### config.mk
export PLATFORM = sky130hd
export DESIGN_NAME = xilinx_sp_bram_arbiter
export DESIGN_NICKNAME = d
export VERILOG_FILES = /design/src/rtl/xilinx_sp_bram_arbiter.sv
export SDC_FILE = /design/constraint.sdc
export NUM_CORES = 1
export LEC_CHECK = 0
export BUFFER_PORTS_ARGS = -buffer_cell sky130_fd_sc_hd__buf_4
export CAP_MARGIN = 25
export CELL_PAD_IN_SITES_DETAIL_PLACEMENT = 1
export CELL_PAD_IN_SITES_GLOBAL_PLACEMENT = 1
export CORE_MARGIN = 4
export CORE_UTILIZATION = 20
export CTS_CLUSTER_SIZE = 12
export DETAILED_ROUTE_END_ITERATION = 10
export GPL_ROUTABILITY_DRIVEN = 0
export PLACE_DENSITY_LB_ADDON = 0.25
export SLEW_MARGIN = 20
export SYNTH_ARGS = -nofsm -noshare
export SYNTH_HDL_FRONTEND = slang
export SYNTH_SLANG_ARGS = --single-unit
### constraint.sdc
create_clock -name CLK -period 1.85 [get_ports CLK]
set_clock_uncertainty 0.05 [all_clocks]
set_input_delay 0.0925 -clock CLK [delete_from_list [all_inputs] [get_ports CLK]]
set_output_delay 0.0925 -clock CLK [all_outputs]
set_load 0.05 [all_outputs]
### src/rtl/xilinx_sp_bram_arbiter.sv
// Round-robin arbiter sharing one single-port BRAM among NUM_REQ requesters.
// Optional post-reset clear sweep; read data returned tagged to its issuer.
module xilinx_sp_bram_arbiter #(
    parameter int NUM_REQ        = 2,
    parameter int DATA_WIDTH     = 32,
    parameter int ADDR_WIDTH     = 10,
    parameter int WE_WIDTH       = 4,
    parameter int DO_REG         = 0,
    parameter int CLEAR_ON_RESET = 1,
    parameter logic [DATA_WIDTH-1:0] CLEAR_VALUE = '0
) (
    input  logic                           CLK,
    input  logic                           RST,
    input  logic [NUM_REQ-1:0]             REQ_VALID,
    output logic [NUM_REQ-1:0]             REQ_READY,
    input  logic [NUM_REQ-1:0]             REQ_WE,
    input  logic [NUM_REQ*ADDR_WIDTH-1:0]  REQ_ADDR,
    input  logic [NUM_REQ*DATA_WIDTH-1:0]  REQ_DI,
    output logic [NUM_REQ-1:0]             RSP_VALID,
    output logic [DATA_WIDTH-1:0]          RSP_DO,
    output logic                           BUSY,
    output logic                           BRAM_EN,
    output logic [7:0]                     BRAM_WE,
    output logic [14:0]                    BRAM_ADDR,
    output logic [DATA_WIDTH-1:0]          BRAM_DI,
    input  logic [DATA_WIDTH-1:0]          BRAM_DO,
    output logic                           BRAM_REGCE,
    output logic                           BRAM_RST
);

    localparam int RD_LAT = 1 + DO_REG;
    localparam int PTR_W  = $clog2(NUM_REQ);
    localparam logic [7:0] WE_MASK = 8'((16'd1 << WE_WIDTH) - 16'd1);
    localparam logic [ADDR_WIDTH-1:0] LAST_ADDR = '1;
    localparam logic [PTR_W-1:0] LAST_REQ = PTR_W'(NUM_REQ - 1);

    typedef enum logic {
        ST_CLEAR,
        ST_ARB
    } state_t;

    localparam state_t ST_INIT = (CLEAR_ON_RESET != 0) ? ST_CLEAR : ST_ARB;

    state_t                  state;
    logic [PTR_W-1:0]        rr_ptr;
    logic [ADDR_WIDTH-1:0]   clr_cnt;
    logic [NUM_REQ-1:0]      tag_sr [RD_LAT];

    logic                    arb_en;
    logic                    grant_vld;
    logic [PTR_W-1:0]        grant_idx;
    logic [NUM_REQ-1:0]      grant_oh;
    logic                    sel_we;
    logic [ADDR_WIDTH-1:0]   sel_addr;
    logic [DATA_WIDTH-1:0]   sel_di;
    int                      scan;

    assign arb_en = !RST && (state == ST_ARB);

    // Rotating priority search starting at rr_ptr
    always_comb begin
        grant_vld = 1'b0;
        grant_idx = '0;
        scan      = 0;
        for (int k = 0; k < NUM_REQ; k++) begin
            scan = int'(rr_ptr) + k;
            if (scan >= NUM_REQ) begin
                scan = scan - NUM_REQ;
            end
            if (!grant_vld && REQ_VALID[scan]) begin
                grant_vld = 1'b1;
                grant_idx = PTR_W'(scan);
            end
        end
        if (!arb_en) begin
            grant_vld = 1'b0;
        end
    end

    assign grant_oh  = grant_vld ? (NUM_REQ'(1) << grant_idx) : '0;
    assign REQ_READY = grant_oh;

    always_comb begin
        sel_we   = 1'b0;
        sel_addr = '0;
        sel_di   = '0;
        for (int i = 0; i < NUM_REQ; i++) begin
            if (grant_oh[i]) begin
                sel_we   = REQ_WE[i];
                sel_addr = REQ_ADDR[i*ADDR_WIDTH +: ADDR_WIDTH];
                sel_di   = REQ_DI[i*DATA_WIDTH +: DATA_WIDTH];
            end
        end
    end

    // Clear sweep owns the port; otherwise the winner drives it directly
    always_comb begin
        BRAM_EN   = 1'b0;
        BRAM_WE   = '0;
        BRAM_ADDR = '0;
        BRAM_DI   = '0;
        if (!RST) begin
            if (state == ST_CLEAR) begin
                BRAM_EN   = 1'b1;
                BRAM_WE   = WE_MASK;
                BRAM_ADDR = 15'(clr_cnt);
                BRAM_DI   = CLEAR_VALUE;
            end else if (grant_vld) begin
                BRAM_EN   = 1'b1;
                BRAM_WE   = sel_we ? WE_MASK : 8'h00;
                BRAM_ADDR = 15'(sel_addr);
                BRAM_DI   = sel_di;
            end
        end
    end

    always_ff @(posedge CLK or posedge RST) begin
        if (RST) begin
            state   <= ST_INIT;
            clr_cnt <= '0;
            rr_ptr  <= '0;
        end else begin
            unique case (state)
                ST_CLEAR: begin
                    clr_cnt <= clr_cnt + 1'b1;
                    if (clr_cnt == LAST_ADDR) begin
                        state <= ST_ARB;
                    end
                end
                ST_ARB: begin
                    if (grant_vld) begin
                        rr_ptr <= (grant_idx == LAST_REQ) ? '0 : grant_idx + 1'b1;
                    end
                end
                default: state <= ST_INIT;
            endcase
        end
    end

    // One-hot tag pipeline matching BRAM read latency
    always_ff @(posedge CLK or posedge RST) begin
        if (RST) begin
            for (int i = 0; i < RD_LAT; i++) begin
                tag_sr[i] <= '0;
            end
        end else begin
            tag_sr[0] <= (grant_vld && !sel_we) ? grant_oh : '0;
            for (int i = 1; i < RD_LAT; i++) begin
                tag_sr[i] <= tag_sr[i-1];
            end
        end
    end

    assign RSP_VALID  = tag_sr[RD_LAT-1];
    assign RSP_DO     = (|RSP_VALID) ? BRAM_DO : '0;
    assign BUSY       = RST || (state == ST_CLEAR);
    assign BRAM_REGCE = (DO_REG != 0);
    assign BRAM_RST   = 1'b0;

endmodule

# Yosys cells after proc, flatten, opt, wreduce, memory -nomap -nowiden
# Cells that the tools add are included.
word_totals:
  ff_bits: 14
  wordCells: 63
  input_bits: 122
classes:
  n_addsub: 5
  n_eq_ne: 1
  shifts: 1
  n_mux: 38
  bitwise: 1
  order_cmp: 4
  reduce_logical: 9
ops:
  columns: ["cell", "n"]
  rows:
  - ["$mux 32", 8]
  - ["$lt 32x3->1 const B", 2]
  - ["$mux 10", 5]
  - ["$mux 1", 19]
  - ["$mux 4", 4]
  - ["$add 10x1->10 const B", 1]
  - ["$eq 10x10->1 const B", 1]
  - ["$mux 2", 2]
  - ["$logic_and 1x1->1", 3]
  - ["$logic_not 1->1", 3]
  - ["$sub 1x2->3 const B", 1]
  - ["$sub 2x2->3 const B", 1]
  - ["$add 1x1->2 const B", 1]
  - ["$ge 1x2->1 const B", 1]
  - ["$ge 2x2->1 const B", 1]
  - ["$reduce_and 2->1", 1]
  - ["$reduce_or 2->1", 1]
  - ["$shl 1x1->2 const A", 1]
  - ["$add 1x1->1 const B", 1]
  - ["$logic_or 1x1->1", 1]
  - ["$not 1->1", 1]

# Longest topological paths before layout
# Gate-level depths: netlist of the first run.
logic_depth:
  ltp_word: 17
  ltp_mapped: 5
  ltp_nobuf: 4

# Worst setup path after synthesis of the first run
# Ideal clock, no wire load.
synth_timing:
  path_type: "register -> output"
  start: "register state"
  end: "output BRAM_WE[1]"
  arrival_ns: 2.733
  n_path_buf: 2
  path_stages_with_launch: 5
  setup_slack_ns: -1.025
  cell_sequence: "dfrtp_1 buf_2 a21oi_1 a21boi_1 buf_4"
synth_between:
  elab_chain_cells: 9
synth_lines:
  columns: ["element", "line", "text"]
  rows:
  - ["from (decl)", "44", "state_t state;"]
  - ["from (signal assigned)", "119", "state <= ST_INIT;"]
  - ["from (signal assigned)", "127", "state <= ST_ARB;"]
  - ["from (signal assigned)", "135", "default: state <= ST_INIT;"]
  - ["$logic_and 1x1->1", "58", "assign arb_en = !RST && (state == ST_ARB);"]
  - ["$mux 1", "75", "if (!arb_en) begin"]
  - ["$mux 2", "80", "assign grant_oh = grant_vld ? (NUM_REQ'(1) << grant_idx) : '0;"]
  - ["$mux 1 (2 in series)", "88", "if (grant_oh[i]) begin"]
  - ["$mux 4", "110", "BRAM_WE = sel_we ? WE_MASK : 8'h00;"]
  - ["$mux 4", "108", "end else if (grant_vld) begin"]
  - ["$mux 4 *", "103", "if (state == ST_CLEAR) begin"]
  - ["$mux 4 *", "102", "if (!RST) begin"]
  - ["to (decl)", "23", "output logic [7:0] BRAM_WE,"]
# Every way passes the cells marked *; elsewhere a longest branch is shown, timed or not.

# Worst setup path in the final report of the first run
layout_timing:
  start: "register state"
  end: "output BRAM_ADDR[7]"
layout_between:
  elab_chain_cells: 8
layout_lines:
  columns: ["element", "line", "text"]
  rows:
  - ["$logic_and 1x1->1", "58", null]
  - ["$mux 1", "75", null]
  - ["$mux 2", "80", null]
  - ["$mux 10 (2 in series)", "88", null]
  - ["$mux 10", "108", null]
  - ["$mux 10 *", "103", null]
  - ["$mux 10 *", "102", null]
  - ["to (decl)", "24", "output logic [14:0] BRAM_ADDR,"]
# Marked as above.

==> flow_summary.toml, run 1 <==
[status]
status = "completed"

[global_routing]
globalRoute.totalOverflow = 0
grt_first_pass_wirelength_mm = 13.3
grt_start_max_net_pins = 33
number_of_antenna_violations_at_the_first_check_in_global_routing = 0
grt_pass1_vias = 2302
track_usage_pct = 16.9

[die]
dieWidth_um = 98.8
die-area_um2 = 9760
core_area_um2 = 7890
floorplan.io_pins = 217
rows = 32
initial_core_utilization_pct = 20.9
die_height_um = 98.8

[yosys]
share_of_yosys_cell_area_claimed_by_the_top_area_cell_type_pct = 21.3
syn_avg_cell_area_um2 = 8.49
synth.cell_area_um2 = 1650
synth_enable_flop_cells = 0
postSynth.asyncResetShare_pct = 100
yosysSeqAreaShare_pct = 21.3
synth.ff_latch_count = 14
dominantRegCellSynth = "dfrtp_1"
synth.yosys.warnings = 0
synth_area_leaders = "dfrtp_1 21%, a22o_1 16%, nor2b_1 13%"
syn-instance-count = 194
yosysTopAreaCell = "dfrtp_1"
synth_cell_type_count = 38

[route]
routed-via-count = 2258
dr_vias_cell = 4.47
postRouteAntennaNets = 0
wirelength_mm = 9.29
post_detailed_route_wirelength_per_cell_um = 18.4
detail_route.first_pass.iterations = 4
drt_first_iter_violations = 47
drcViolationCount = 0

[setup_path]
cp_cell_sequence = "and3b_2 > buf_8 > nand3_2 > a311oi_2 > buf_6"
critPathKind = "flip-flop to primary output"
rrSetupSlack_ns = 0.40
worstSetupEndpoint = "BRAM_ADDR[7]"
r2r-end = "clr_cnt[9]$_DFFE_PP0N_"
worst_path_arrival_ns = 1.67
worstSetupStartpoint = "state$_DFF_PP0_"
critical_path.endpoint_type = "primary output"
worst-endpoint-required_ns = 1.71
r2r.worst_path.cells = 4
max_stage_delay_ns = 0.37
reg2reg_from = "state$_DFF_PP0_"
timing.critical_path.fanout_max = 9
type_of_origin_of_the_critical_path = "flip-flop"
timing.critical_path.slowest_stage_cell = "dfrtp_1"

[hold_path]
hold_path_class = "primary input to flip-flop"
holdPathStages = 2

[clock_tree]
clock_latency_ns = 0.25
cts_tree = "done"
cts_max_path_buffers = 2
h_tree_lvl_count = 1
cts.clk_slew.worst_paths_ns = 0.06
numCtsBuffers = 3
tritoncts_num_sinks = 14
clockRootBuffer = "clkbuf_8"

[timing]
post-route-min-period_ns = 1.81
tns_ns = 0
layout_worst_path_cycle_share_pct = 97.7
clock.fmax_ghz = 0.553
report.final.hold_viol_count = 0
timing.final.setup_violations = 0
unrepaired_setup_endpoints_after_global_routing = "yes"
final_max_slew_viol_count = 0

[job]
maxCapViolCount = 0

[pwr]
cellLeakagePower_nw = 1.77
pwr_density_cell_nw_per_um2 = 271
irDropWorstVdd_uv = 297
clockPowerShare_pct = 31.3
swShare_pct = 28.2
cellInternalPower_w = 0.000701
p_comb_share_pct = 37.3
p_sw_w = 0.000275
seq_power_share_pct = 31.4
power_w = 0.000976

[finish]
nFillCells = 958
number_of_nets_in_the_final_layout = 527
leading_cell_type_in_the_layout_fill_and_taps_excluded = "buf_4"
commonest_cells_after_routing_fill_and_taps_aside = "187 x buf_4, 33 x nor2b_1, 29 x buf_6"
final_layout_size_suffix_gt1_share_pct = 64.0
final-instance-count-excl-fill = 505
antenna-diode-count = 0
area_delta_synth_final_pct = 118

[place]
portBuffers = 205
dp.final_hpwl_mm = 7.59
post-place-cells = 492
[cell type report]
cell class,instances,area [um2],share of cell area (%)
clock buffers,4,55.1,1.53
inverters,4,17.5,0.487
multi-input cells,155,1170,32.6
flip-flops and latches,14,350,9.74
well taps,102,128,3.55
repair buffers,226,1880,52.1
[timing repair]
| action | 4_1_cts | 5_1_grt |
|---|---|---|
| gates cloned | 0 | 1 |
| buffers inserted | 0 | 5 |
| hold endpoints to repair | 4 | 0 |
| setup endpoints to repair | 9 | 45 |
| resized for setup | 2 | 42 |
| pin swaps | 0 | 4 |
| hold buffers | 4 | 0 |
[stage by stage]
| step | util, % | hold WS, ns | instance area (um2) | setup WS [ns] |
|---|---|---|---|---|
| after floorplan | - | 0.0178 | 1730 | -0.00573 |
| after global placement | 41.5 | 0.0693 | 3270 | 0.299 |
| after detailed placement | 41.5 | 0.0750 | 3270 | 0.259 |
| after CTS | 42.8 | 0.0818 | 3380 | 0.000679 |
| after global routing | 45.6 | 0.0758 | 3600 | -0.0697 |
| final | 45.6 | 0.0824 | 3600 | 0.0422 |
[power by group through the flow]
stage	logic [W]	registers (W)	clock network [W]
2_1_floorplan	0.000146	0.000312	0
3_3_place_gp	0.000342	0.000312	0
3_5_place_dp	0.000347	0.000312	0
4_1_cts	0.000356	0.000306	0.000314
5_1_grt	0.000386	0.000306	0.000332
6_report	0.000364	0.000306	0.000306
[cell usage after synthesis, drive strengths merged, types with 3 or more instances]
cell type,number
nor2b,34
a22o,31
buf,27
nand3,19
dfrtp,14
nor2,13
a311oi,8
nand2,6
xnor2,6
clkbuf,4
inv,4
xor2,3
[metal layers]
layer / vias up / share of wire, % / track usage [%]
met5: - / 0 / 0
met4: 0 / 0.55 / 1.37
met3: 4 / 7.0 / 3.47
met2: 112 / 57 / 33.5
met1: 1051 / 36 / 19.1
li1: 1091 / - / -
[flip-flops by register name, summed over array words and instances, names as in the netlist]
register / count
state: 1
RSP_VALID: 2
rr_ptr: 1
clr_cnt: 10
[critical path, delay by kind of cell (launching register included)]
kind	cells	cell delay (ns)
DFF	1	0.37
AOI/OAI and AO/OA	1	0.32
and+or+nand+nor	2	0.36
buffers and inverters	2	0.37
[worst min-delay path by stage]
stage	from	endpoint	slack [ns]
global route	REQ_WE[0]	RSP_VALID[0]$_DFF_PP0_	0.08
global placement	RST	clr_cnt[2]$_DFFE_PP0N_	0.07
finish	REQ_WE[0]	RSP_VALID[0]$_DFF_PP0_	0.08
detailed placement	RST	RSP_VALID[1]$_DFF_PP0_	0.08
CTS	REQ_WE[0]	RSP_VALID[0]$_DFF_PP0_	0.08
floorplan	RST	RSP_VALID[0]$_DFF_PP0_	0.02
[logic make-up after synthesis]
kind of cell / synth area share [%]
other cells: 0.228
buf+inv: 14.1
flops: 21.3
compound gates: 28.2
simple gates: 30.0
fa+ha+maj: 0.759
mux: 0.683
xor+xnor: 4.78
(Power assumes the default switching activity.)
==> run 2, diff against run 1 <==
CORE_UTILIZATION = 18   (was 20)
clock period = 1.5 ns   (was 1.85 ns; I/O delays follow)
==> run 2 against run 1 <==
Against the previous run:
- the flow now finishes with violations (setup timing)
- sequential power rose by 23%
- largest power group unchanged
- global-route usage rose by 1.4 points
- final cell count rose by 5.3%
- first-iteration DRC count rose by 83%
- highest routed layer unchanged
- hold slack got worse by 0.0046 ns
- non-clock buffer count rose by 21
- clock power rose by 23%
- critical path type unchanged
==> flow_summary.toml, run 2 (synthesis gave the netlist of run 1 again) <==
[status]
status = "complete, but fails checks"
failed_checks = "setup timing"

[timing]
layout_worst_path_cycle_share_pct = 122
timing.final.setup_violations = 49
unrepaired_setup_endpoints_after_global_routing = "yes"
clock.fmax_ghz = 0.545
final_max_slew_viol_count = 0
post-route-min-period_ns = 1.84
report.final.hold_viol_count = 0
hold_slack_ns = 0.0778
worst_slack_ns = -0.336

[pwr]
power_w = 0.00128
p_sw_w = 0.000377
p_comb_share_pct = 41.1
cellLeakagePower_nw = 2.28
cellInternalPower_w = 0.000904
pwr_density_cell_nw_per_um2 = 270
seq_power_share_pct = 29.5
swShare_pct = 29.4
irDropWorstVdd_uv = 294
clockPowerShare_pct = 29.5

[global_routing]
number_of_antenna_violations_at_the_first_check_in_global_routing = 0
track_usage_pct = 18.4
grt_first_pass_wirelength_mm = 16.0
grt_start_max_net_pins = 21
globalRoute.totalOverflow = 0
grt_pass1_vias = 2756

[setup_path]
worst-endpoint-required_ns = 1.37
rrSetupSlack_ns = 0.05
worstSetupStartpoint = "rr_ptr$_DFFE_PP0P_"
critical_path.endpoint_type = "primary output"
critPathKind = "flip-flop to primary output"
type_of_origin_of_the_critical_path = "flip-flop"
reg2reg_from = "state$_DFF_PP0_"
worst_path_arrival_ns = 1.71
timing.critical_path.fanout_max = 4

[finish]
max_ffs_per_register = 10
leading_cell_type_in_the_layout_fill_and_taps_excluded = "buf_4"
area_delta_synth_final_pct = 188
final-instance-count-excl-fill = 532
final_layout_size_suffix_gt1_share_pct = 81.1
commonest_cells_after_routing_fill_and_taps_aside = "165 x buf_4, 40 x buf_8, 31 x a22o_4"
antenna-diode-count = 0
nFillCells = 944
post-route-util_pct = 53.9
finalInstanceArea_um2 = 4750
top_register = "clr_cnt"
number_of_nets_in_the_final_layout = 548

[place]
placedInstanceArea_um2 = 3910
post-place-cells = 509
dp.final_hpwl_mm = 7.55
portBuffers = 205

[die]
initial_core_utilization_pct = 18.7
die-area_um2 = 10700
dieWidth_um = 104
die_height_um = 104
rows = 34
floorplan.io_pins = 217
core_area_um2 = 8810

[route]
detail_route.first_pass.iterations = 4
dr_vias_cell = 4.62
postRouteAntennaNets = 0
wirelength_mm = 10.5
post_detailed_route_wirelength_per_cell_um = 19.7
drt_first_iter_violations = 86
routed-via-count = 2458
drcViolationCount = 0

[hold_path]
hold_path_class = "primary input to flip-flop"
hold_path.startpoint = "REQ_WE[0]"

[clock_tree]
tritoncts_num_sinks = 14
cts_tree = "done"
clock_latency_ns = 0.24
numCtsBuffers = 3
cts.clk_slew.worst_paths_ns = 0.06
clockRootBuffer = "clkbuf_8"
h_tree_lvl_count = 1
cts_max_path_buffers = 2

[job]
maxCapViolCount = 0
-- run 2: cell types whose count changed in the layout (fill, tap and decap cells not counted), sizes merged --
cell / delta
buf: +21
clkbuf: +1
dlygate4sd3: -1
-- run 2: metal layers --
layer	up-vias	global-route usage (%)	part of all wire (%)	wire, um
met5	-	0	0	0
met4	0	4.56	1.9	196
met3	14	4.04	6.6	692
met2	124	35.2	55	5740
met1	1180	20.3	37	3830
li1	1140	-	-	-
-- run 2: worst paths after layout --
kind,end,depth (start not counted)
setup / recovery,BRAM_ADDR[6],5
hold / removal,RSP_VALID[0]$_DFF_PP0_,2
setup reg to reg,clr_cnt[7]$_DFFE_PP0N_,5
hold reg to reg,clr_cnt[9]$_DFFE_PP0N_,1
max in group asynchronous,clr_cnt[5]$_DFFE_PP0N_,5
min in group asynchronous,RSP_VALID[1]$_DFF_PP0_,4
-- run 2: power groups by stage --
stage	Clock (W)	Combinational [W]	Sequential, W
6_report	0.000377	0.000526	0.000377
5_1_grt	0.000408	0.000555	0.000377
4_1_cts	0.000386	0.000505	0.000377
3_5_place_dp	0	0.000474	0.000385
3_3_place_gp	0	0.000465	0.000385
2_1_floorplan	0	0.000205	0.000385
-- run 2: final cells by class --
| cell class | instances | area, um2 | share of cell area (%) |
|---|---|---|---|
| repair buffers | 247 | 2450 | 51.7 |
| multi-input cells | 155 | 1730 | 36.4 |
| flip-flops and latches | 14 | 353 | 7.43 |
| well taps | 108 | 135 | 2.85 |
| clock buffers | 4 | 55.1 | 1.16 |
| inverters | 4 | 22.5 | 0.474 |
-- run 2: critical path: stages, from the launching register on --
cell,delay [ns]
dfrtp_1,0.43
a21boi_4,0.23
buf_4,0.18
nand3_1,0.11
a311oi_4,0.32
buf_6,0.20
-- run 2: metrics by stage --
stage | setup slack [ns] | TNS [ns]
6_report | -0.336 | -13.47
5_1_grt | -0.401 | -16.92
3_5_place_dp | -0.106 | -1.23
4_1_cts | -0.324 | -12.93
3_3_place_gp | -0.0671 | -0.515
2_1_floorplan | -0.301 | -2.99
-- run 2: repair_timing --
item	in CTS	in global routing
pin swaps	11	5
setup buffers	6	3
hold endpoints to repair	15	0
gates cloned	5	3
endpoints found under the setup margin	51	78
gates resized for setup	112	27
hold buffers	3	0
==> run 3, diff against run 2 <==
CELL_PAD_IN_SITES_DETAIL_PLACEMENT = 0   (was 1)
==> run 3 against run 2 <==
Against the previous run:
- the run still ends with setup timing left
- worst setup slack about the same
- via count fell by 3.0%
- sequential power hardly changed
- hold slack got worse by 0.0056 ns
- flip-flop and latch count unchanged
- combinational power decreased by 1%
- global-route usage fell by 3.2 points
- critical endpoint is now BRAM_ADDR[2]
- largest cell class unchanged
- largest power group unchanged
- highest routed layer unchanged
==> flow_summary.toml, run 3 (synthesis gave the netlist of run 1 again) <==
[status]
status = "complete, but fails checks"
failed_checks = "setup timing"

[place]
placedInstanceArea_um2 = 3910
dp.final_hpwl_mm = 6.75
post-place-cells = 509
place_worst_setup_slack_ns = -0.0704
portBuffers = 205

[finish]
antenna-diode-count = 0
nFillCells = 760
final_layout_size_suffix_gt1_share_pct = 80.9
final-instance-count-excl-fill = 538
commonest_cells_after_routing_fill_and_taps_aside = "140 x buf_4, 62 x buf_6, 35 x buf_8"
number_of_nets_in_the_final_layout = 554
top_register = "clr_cnt"
finalInstanceArea_um2 = 4850
max_ffs_per_register = 10
area_delta_synth_final_pct = 194
leading_cell_type_in_the_layout_fill_and_taps_excluded = "buf_4"

[route]
wirelength_mm = 9.02
routed-via-count = 2384
postRouteAntennaNets = 0
post_detailed_route_wirelength_per_cell_um = 16.8
detail_route.first_pass.iterations = 6
drcViolationCount = 0
dr_vias_cell = 4.43
drt_first_iter_violations = 66

[setup_path]
worst_path_arrival_ns = 1.71
critical_path.endpoint_type = "primary output"
r2r.worst_path.cells = 5
reg2reg_from = "state$_DFF_PP0_"
worstSetupStartpoint = "state$_DFF_PP0_"
r2r-end = "clr_cnt[7]$_DFFE_PP0N_"
max_stage_delay_ns = 0.41
cp.depth = 7
cp_top_family = "buffers and inverters"
cp_cell_sequence = "buf_6 > nand2b_4 > nor2b_4 > buf_4 > buf_12 > a221o_2 > buf_8"
timing.critical_path.fanout_max = 6
critPathKind = "flip-flop to primary output"
worstSetupEndpoint = "BRAM_ADDR[2]"
timing.critical_path.slowest_stage_cell = "dfrtp_1"
worst-endpoint-required_ns = 1.37
rrSetupSlack_ns = 0.10
crit_buf_inv = 4
type_of_origin_of_the_critical_path = "flip-flop"

[die]
core_area_um2 = 8810
rows = 34
initial_core_utilization_pct = 18.7
dieWidth_um = 104
floorplan.io_pins = 217
die_height_um = 104
die-area_um2 = 10700

[global_routing]
number_of_antenna_violations_at_the_first_check_in_global_routing = 0
grt_pass1_vias = 2533
grt_start_max_net_pins = 21
track_usage_pct = 15.2
grt_first_pass_wirelength_mm = 13.4
globalRoute.totalOverflow = 0

[job]
maxCapViolCount = 0

[timing]
worst_slack_ns = -0.336
post-route-min-period_ns = 1.84
unrepaired_setup_endpoints_after_global_routing = "yes"
final_max_slew_viol_count = 0
hold_slack_ns = 0.0721
report.final.hold_viol_count = 0
tns_ns = -12.82
timing.final.setup_violations = 49
clock.fmax_ghz = 0.545
layout_worst_path_cycle_share_pct = 122

[clock_tree]
numCtsBuffers = 3
clockRootBuffer = "clkbuf_8"
cts.clk_slew.worst_paths_ns = 0.06
tritoncts_num_sinks = 14
clock_latency_ns = 0.24
cts_tree = "done"
cts_max_path_buffers = 2
h_tree_lvl_count = 1

[hold_path]
hold_path_class = "primary input to flip-flop"
holdPathStages = 2

[pwr]
pwr_density_cell_nw_per_um2 = 251
irDropWorstVdd_uv = 243
cellLeakagePower_nw = 2.30
[run 3: changes by cell type in the layout (fill, tap and decap cells not counted), sizes merged]
cell    delta
buf        +4
clkbuf     +2
[run 3: how the worst min path moves through the flow]
| stage | from | end | slack [ns] |
|---|---|---|---|
| after floorplan | RST | clr_cnt[0]$_DFFE_PP0N_ | 0.0002 |
| after global placement | RST | RSP_VALID[1]$_DFF_PP0_ | 0.05 |
| after detailed placement | RST | RSP_VALID[1]$_DFF_PP0_ | 0.06 |
| after CTS | REQ_WE[0] | RSP_VALID[0]$_DFF_PP0_ | 0.07 |
| after global routing | REQ_WE[0] | RSP_VALID[0]$_DFF_PP0_ | 0.08 |
| final | REQ_WE[0] | RSP_VALID[0]$_DFF_PP0_ | 0.07 |
[run 3: cell type report]
class | instances | area, um2 | share of cell area [%]
Sequential cell | 14 | 353 | 7.28
Timing Repair Buffer | 253 | 2600 | 53.7
Tap cell | 108 | 135 | 2.79
Clock buffer | 4 | 45.0 | 0.930
Multi-Input combinational cell | 155 | 1690 | 34.9
Inverter | 4 | 22.5 | 0.465
[run 3: repair_timing]
action | CTS | global route
hold buffers | 3 | 0
endpoints found under the setup margin | 50 | 66
cloned | 5 | 5
endpoints found under the hold margin | 15 | 0
pin swaps | 18 | 15
resized for setup | 92 | 65
setup buffers | 9 | 7
[run 3: per-stage QoR]
step                utilization (%)  total power, W
floorplan                         -        0.000590
global placement               44.4        0.000850
detailed placement             44.4        0.000856
CTS                            51.3         0.00121
global route                   55.0         0.00127
finish                         55.0         0.00122
[run 3: per-layer routing]
layer / wire, um / vias to the layer above / GRT usage (%)
li1: - / 1153 / -
met1: 3340 / 1101 / 17.5
met2: 4890 / 118 / 27.9
met3: 637 / 12 / 3.54
met4: 156 / 0 / 4.18
met5: 0 / - / 0
[run 3: power breakdown]
group	internal, W	switching (W)	total [W]	leakage [nW]
combinational	0.000295	0.000225	0.000520	2.11
clock	0.000188	0.000131	0.000319	0.0228
sequential	0.000378	0	0.000378	0.173
total	0.000860	0.000357	0.00122	2.30
